`src/rtl/tmr_vote_ctrl_pkg.sv`:
```
// Shared types and helpers for the TMR voting controller.
// The per-bit vote function encodes the masked 2-of-3 rules for one bit column.
package tmr_vote_ctrl_pkg;

   typedef enum logic [1:0] {
      S_IDLE    = 2'd0,
      S_CAPTURE = 2'd1,
      S_OUT     = 2'd2
   } state_t;

   localparam int NUM_CH = 3;
   localparam int CH1    = 0;
   localparam int CH2    = 1;
   localparam int CH3    = 2;

   // Returns {err, value} for one bit column; h flags the healthy channels.
   // With two healthy channels the lower-index one wins a disagreement.
   function automatic logic [1:0] vote_bit(input logic [2:0] b, input logic [2:0] h);
      logic [1:0] r;
      r = {1'b1, b[CH1]};
      case (h)
         3'b111: r = {1'b0, (b[CH1] & b[CH2]) | (b[CH1] & b[CH3]) | (b[CH2] & b[CH3])};
         3'b011: r = {b[CH1] ^ b[CH2], b[CH1]};
         3'b101: r = {b[CH1] ^ b[CH3], b[CH1]};
         3'b110: r = {b[CH2] ^ b[CH3], b[CH2]};
         3'b001: r = {1'b1, b[CH1]};
         3'b010: r = {1'b1, b[CH2]};
         3'b100: r = {1'b1, b[CH3]};
         default: r = {1'b1, b[CH1]};
      endcase
      return r;
   endfunction

endpackage

```
`src/rtl/tmr_fault_cnt.sv`:
```
// Per-channel consecutive-mismatch counter with a sticky fault flag.
// Counter and flag freeze once the fault latches; clr wins over any update.
module tmr_fault_cnt #(
   parameter int THRESH = 3,
   parameter int CW     = 2
) (
   input  logic          clk,
   input  logic          rst,
   input  logic          en,
   input  logic          mismatch,
   input  logic          clr,
   output logic [CW-1:0] cnt,
   output logic          fault
);

   always_ff @(posedge clk or posedge rst) begin
      if (rst) begin
         cnt   <= '0;
         fault <= 1'b0;
      end else if (clr) begin
         cnt   <= '0;
         fault <= 1'b0;
      end else if (en && !fault) begin
         if (mismatch) begin
            if (cnt < CW'(THRESH))
               cnt <= cnt + 1'b1;
            // Latch on the same edge the count reaches the threshold.
            if (cnt == CW'(THRESH - 1))
               fault <= 1'b1;
         end else begin
            cnt <= '0;
         end
      end
   end

endmodule

```
`src/rtl/tmr_vote_ctrl.sv`:
```
// TMR voting controller: captures three channel words, votes bitwise with
// faulted channels masked out, and tracks per-channel disagreement.
module tmr_vote_ctrl
   import tmr_vote_ctrl_pkg::*;
#(
   parameter int WIDTH        = 4,
   parameter int FAULT_THRESH = 3
) (
   input  logic             clk,
   input  logic             rst,
   input  logic             in_valid,
   output logic             in_ready,
   input  logic [WIDTH-1:0] ch1,
   input  logic [WIDTH-1:0] ch2,
   input  logic [WIDTH-1:0] ch3,
   output logic             out_valid,
   input  logic             out_ready,
   output logic [WIDTH-1:0] vote,
   output logic             out_err,
   output logic [2:0]       disagree,
   output logic [2:0]       fault,
   input  logic             clr_fault
);

   localparam int CW = $clog2(FAULT_THRESH + 1);

   state_t                           state, state_nx;
   logic [NUM_CH-1:0][WIDTH-1:0]     cap;
   logic [NUM_CH-1:0][CW-1:0]        cnt;
   logic [WIDTH-1:0]                 vote_nx;
   logic [WIDTH-1:0]                 err_bits;
   logic [NUM_CH-1:0]                mismatch;
   logic [NUM_CH-1:0]                disagree_nx;
   logic [1:0]                       vb;
   logic                             en;

   always_ff @(posedge clk or posedge rst) begin
      if (rst) state <= S_IDLE;
      else     state <= state_nx;
   end

   always_comb begin
      state_nx  = state;
      in_ready  = 1'b0;
      out_valid = 1'b0;
      case (state)
         S_IDLE: begin
            in_ready = 1'b1;
            if (in_valid) state_nx = S_CAPTURE;
         end
         S_CAPTURE: state_nx = S_OUT;
         S_OUT: begin
            out_valid = 1'b1;
            if (out_ready) state_nx = S_IDLE;
         end
         default: state_nx = S_IDLE;
      endcase
   end

   assign en = (state == S_CAPTURE);

   always_ff @(posedge clk or posedge rst) begin
      if (rst)                          cap <= '0;
      else if (state == S_IDLE && in_valid) cap <= {ch3, ch2, ch1};
   end

   // Vote against the fault mask as it stands before this result's update.
   always_comb begin
      vote_nx  = '0;
      err_bits = '0;
      vb       = '0;
      for (int b = 0; b < WIDTH; b++) begin
         vb          = vote_bit({cap[CH3][b], cap[CH2][b], cap[CH1][b]}, ~fault);
         vote_nx[b]  = vb[0];
         err_bits[b] = vb[1];
      end
   end

   always_ff @(posedge clk or posedge rst) begin
      if (rst) begin
         vote     <= '0;
         out_err  <= 1'b0;
         disagree <= '0;
      end else if (en) begin
         vote     <= vote_nx;
         out_err  <= |err_bits;
         disagree <= disagree_nx;
      end
   end

   for (genvar i = 0; i < NUM_CH; i++) begin : g_ch
      assign mismatch[i]    = (cap[i] != vote_nx);
      assign disagree_nx[i] = mismatch[i] & ~fault[i];

      tmr_fault_cnt #(
         .THRESH (FAULT_THRESH),
         .CW     (CW)
      ) u_cnt (
         .clk      (clk),
         .rst      (rst),
         .en       (en),
         .mismatch (mismatch[i]),
         .clr      (clr_fault),
         .cnt      (cnt[i]),
         .fault    (fault[i])
      );

      // A latched fault always sits on a saturated counter, and only there.
      a_cnt_fault: assert property (@(posedge clk) disable iff (rst)
         fault[i] == (cnt[i] == CW'(FAULT_THRESH)));
   end

endmodule

```
`config.mk`:
```
export PLATFORM = sky130hd
export DESIGN_NAME = tmr_vote_ctrl
export DESIGN_NICKNAME = d
export VERILOG_FILES = /design/src/rtl/tmr_vote_ctrl_pkg.sv /design/src/rtl/tmr_fault_cnt.sv /design/src/rtl/tmr_vote_ctrl.sv
export SDC_FILE = /design/constraint.sdc
export NUM_CORES = 1
export LEC_CHECK = 0
export ABC_AREA = 1
export CAP_MARGIN = 40
export CORE_ASPECT_RATIO = 1.25
export CORE_UTILIZATION = 45
export DETAILED_ROUTE_END_ITERATION = 6
export PLACE_DENSITY_LB_ADDON = 0.2
export SLEW_MARGIN = 15
export SYNTH_ARGS = -nofsm -noshare
export SYNTH_HDL_FRONTEND = slang
export SYNTH_SLANG_ARGS = --single-unit
```
`constraint.sdc`:
```
create_clock -name clk -period 2.1 [get_ports clk]
set_input_delay 0.63 -clock clk [delete_from_list [all_inputs] [get_ports clk]]
set_output_delay 0.63 -clock clk [all_outputs]
set_load 0.05 [all_outputs]
```
==> impl_results.md <==
* Slew Viols, Final at 0
* Gates resized, CTS repair at 0
* Num CTS Buffers at 5
* Drt total wl at 5310 um
* R2R setup slack at 0.19 ns
* CP most frequent cell: nand2_1
* CTS tree: yes
* Reg-to-reg endpoint: g_ch[1].u_cnt.cnt[0]$_DFFE_PP0P_
* Number of global-route vias before repair at 1891
* Yosys Warn Count at 0
* Run status: completed
* Fin. Hold Viols at 0
* Yosys reg bits at 31
* Internal Power at 2150 uW
* Post-route clock period utilization at 90.8%
* Core Area at 4490 sq um
* Post-synth EDFFs at 0
* Antenna fix cells at 0
* Crit start category: flip-flop
* Final nets at 355
* Critical path's largest stage delay at 0.46 ns
* Post-route setup TNS at 0 ns
* Die Ht at 79.2 um
* WHS at 0.499 ns
* Clock Latency Late Sink at 0.29 ns
* Hold-fix buffers, CTS at 0
* Synth top area share at 36.2%
* Worst path slowest cell: dfrtp_1
* Clock share of power at 14.2%
* Worst slew margin at 72.9%
* Fmax at 0.525 GHz
* Area leader, netlist: dfrtp_1
* Met1 usage at 24.3%
* Pin count of the biggest net entering global routing at 32
* FFs w/ async S/R, synth at 100%
* Drt via density at 5.14
* Global route total overflow at 0
* First DRT Iteration DRCs at 83
* Antenna violations before repair at 0
* Clock skew at 0.00784 ns
* Switching power at 2190 uW
* Synth Cell Area at 2140 sq um
* Vias after detailed routing at 1991
* Worst vdd ir at 0.833 mV
* Reg2reg path depth at 14
* Main synth FF type: dfrtp_1
* Comb pwr share at 59.5%
* Synth top area cells: dfrtp_1 (36%), nand2_1 (16%), ha_1 (5.8%)
* Clk root buf: clkbuf_8
* Worst Hold Class: flip-flop to flip-flop
* Pre-CTS worst setup slack at 0.222 ns
* Multi-input gate area at 1160 sq um
* DRC viols at 0
* Maximum root-to-sink buffer count at 2
* Die width at 63.7 um
* P_leak at 0.00137 uW
* Starting Density at 47.7%
* Post-DP HPWL at 4140 um
* Data required, critical path at 2.27 ns
* Die area at 5050 sq um
* Port bufs at 29
* GRT met2 Usage at 40.9%
* Critical path class: flip-flop to flip-flop
* Critical path data arrival time at 2.08 ns
* Post-synthesis sequential area ratio at 36.2%
* Sw frac at 50.5%
* Post-Syn Area per Cell at 7.32 sq um
* Setup violators final at 0
* Io pins at 30
* Area grow syn2layout at 22.0%
* Hold path cells at 2
* Gpl congestion at 0.908
* TritonRoute pass-1 iters at 5
* ANT nets after route at 0
* Share of post-route cells with drive strength above 1 at 19.5%
* Final WS setup at 0.194 ns
* Critical path buffers and inverters at 1
* Row cnt at 27
* Reg2reg start: g_ch[2].u_cnt.fault$_DFFE_PP0P_
* Reg clk slew, reported paths at 0.07 ns
* Syn Inst Count at 293
* Worst Hold Launch: vote[1]$_DFFE_PP0N_
* Crit path max-delay family: simple AND/OR/NAND/NOR gates
* Clk sinks at 31
* Sequential cell area at 776 sq um
* FILL cells at 427
* Max-cap violations at 0
* Crit. End Element: flip-flop
* WL per Instance at 13.7 um
* Grt peak-use layer: met2
* Power share of the sequential group at 26.3%
* Post-layout min period at 1.91 ns
* Synth cell types at 30
* First-pass GRT wire length at 8630 um
* Post-CTS setup buffers at 0
* Total power at 4340 uW
* RSZ-0062 raised after global routing: false
* Tightest Pin Transition at 0.407 ns
* Tot GR Track Use at 22.7%
* Hold Path Sink: vote[1]$_DFFE_PP0N_
* Pwr/cell area at 1660 nW/um^2
* CP Max Fanout at 10
* Mapped Nets at 320
* H-tree lvl count at 2
* Crit path cell chain: nor2_4 -> inv_4 -> nand2_4 -> nand2_2 -> nand2_4 -> nand3_2 -> nand2_1 -> nand2_1 -> nor2_2 -> nand2_2 -> nand2_1 -> nand2_1 -> nand2_1 -> nand2_1
* Met3 Usage GRT at 4.74%
## layout make-up
| class | count | area share, % |
|---|---|---|
| clock buffers | 6 | 3.16 |
| clock inverters | 2 | 1.34 |
| inverters | 36 | 5.26 |
| multi-input cells | 216 | 44.4 |
| flip-flops and latches | 31 | 29.7 |
| well taps | 58 | 2.77 |
| repair buffers | 38 | 13.4 |
## cell usage after synthesis (all sizes together) (2+ instances only)
master and count:
a21oi 9, nand3 22, o22ai 3, o2111ai 2, nand2 102, o21ai 24
ha 10, a22o 3, dfrtp 31, clkbuf 4, inv 36, buf 6
nor2 28, nand4 6, a31oi 3
## worst register-to-register path, cell delays in order (launching register included)
cell and delay (ns):
dfrtp_1 0.46, nor2_4 0.30, inv_4 0.07, nand2_4 0.09
nand2_2 0.06, nand2_4 0.08, nand3_2 0.09, nand2_1 0.07
nand2_1 0.06, nor2_2 0.14, nand2_2 0.12, nand2_1 0.07
nand2_1 0.06, nand2_1 0.08, nand2_1 0.05
## sequential cells by signal (all words and copies together), names as in the netlist
signal and count:
g_ch.u_cnt.fault 3, state 2, disagree 3, vote 4, cap 12, g_ch.u_cnt.cnt 6
out_err 1
## worst max path at each step
stage	slack [ns]	cells after the start	end	startpoint
floorplan	0.28	5	cap[0]$_DFFE_PP0P_	state[1]$_DFFE_PP0P_
global placement	0.27	12	g_ch[0].u_cnt.cnt[0]$_DFFE_PP0P_	g_ch[1].u_cnt.fault$_DFFE_PP0P_
detailed placement	0.22	14	g_ch[1].u_cnt.cnt[0]$_DFFE_PP0P_	g_ch[2].u_cnt.fault$_DFFE_PP0P_
CTS	0.20	14	g_ch[1].u_cnt.cnt[0]$_DFFE_PP0P_	g_ch[2].u_cnt.fault$_DFFE_PP0P_
global route	0.005	14	g_ch[1].u_cnt.cnt[0]$_DFFE_PP0P_	g_ch[0].u_cnt.fault$_DFFE_PP0P_
finish	0.19	14	g_ch[1].u_cnt.cnt[0]$_DFFE_PP0P_	g_ch[2].u_cnt.fault$_DFFE_PP0P_
## per-stage QoR
step           area, sq um  cells  util (%)
2_1_floorplan         2140    293         -
3_3_place_gp          2500    379      55.6
3_5_place_dp          2500    379      55.6
4_1_cts               2620    387      58.2
5_1_grt               2620    387      58.2
6_report              2620    387      58.2
## routing by layer
layer  vias up  wire length [um]
met5         -                 0
met4         0               201
met3        18               174
met2        46              2710
met1       908              2220
li1       1019                 -
## cells in the final DEF (no fill, tap or decap)
cell,count
or2_2,1
clkinv_2,1
nand3_2,7
a211oi_1,1
nand2_1,89
o21ai_1,3
inv_1,33
o2111ai_1,2
nor2_2,3
nand4_1,6
nor2_1,22
ha_1,10
nand2_4,3
inv_2,2
nor4_1,1
dfrtp_1,31
a22o_1,3
nor2_4,3
clkbuf_8,6
a21oi_1,6
inv_4,1
nand3_1,15
nand2_2,10
o22ai_1,3
bufinv_16,1
clkdlybuf4s50_1,16
a21boi_2,1
o21ai_0,21
a31oi_1,3
buf_4,20
buf_12,2
a21oi_2,3
## power by group through the flow
| stage | logic (uW) | registers, uW | clock network [uW] |
|---|---|---|---|
| 4_1_cts | 2590 | 1140 | 630 |
| 6_report | 2590 | 1140 | 616 |
| 3_3_place_gp | 2560 | 1150 | 0 |
| 3_5_place_dp | 2580 | 1150 | 0 |
| 2_1_floorplan | 1650 | 1340 | 0 |
| 5_1_grt | 2840 | 1180 | 652 |
## cells by family after synthesis
kind of cell	after synthesis	share of synthesized area, %
and+or+nand+nor	160	35.5
buffers and inverters	46	9.63
adders and majority gates	10	5.83
AOI/OAI and AO/OA	46	12.9
DFF	31	36.2
Note: power is estimated with default switching activity, not from simulation.
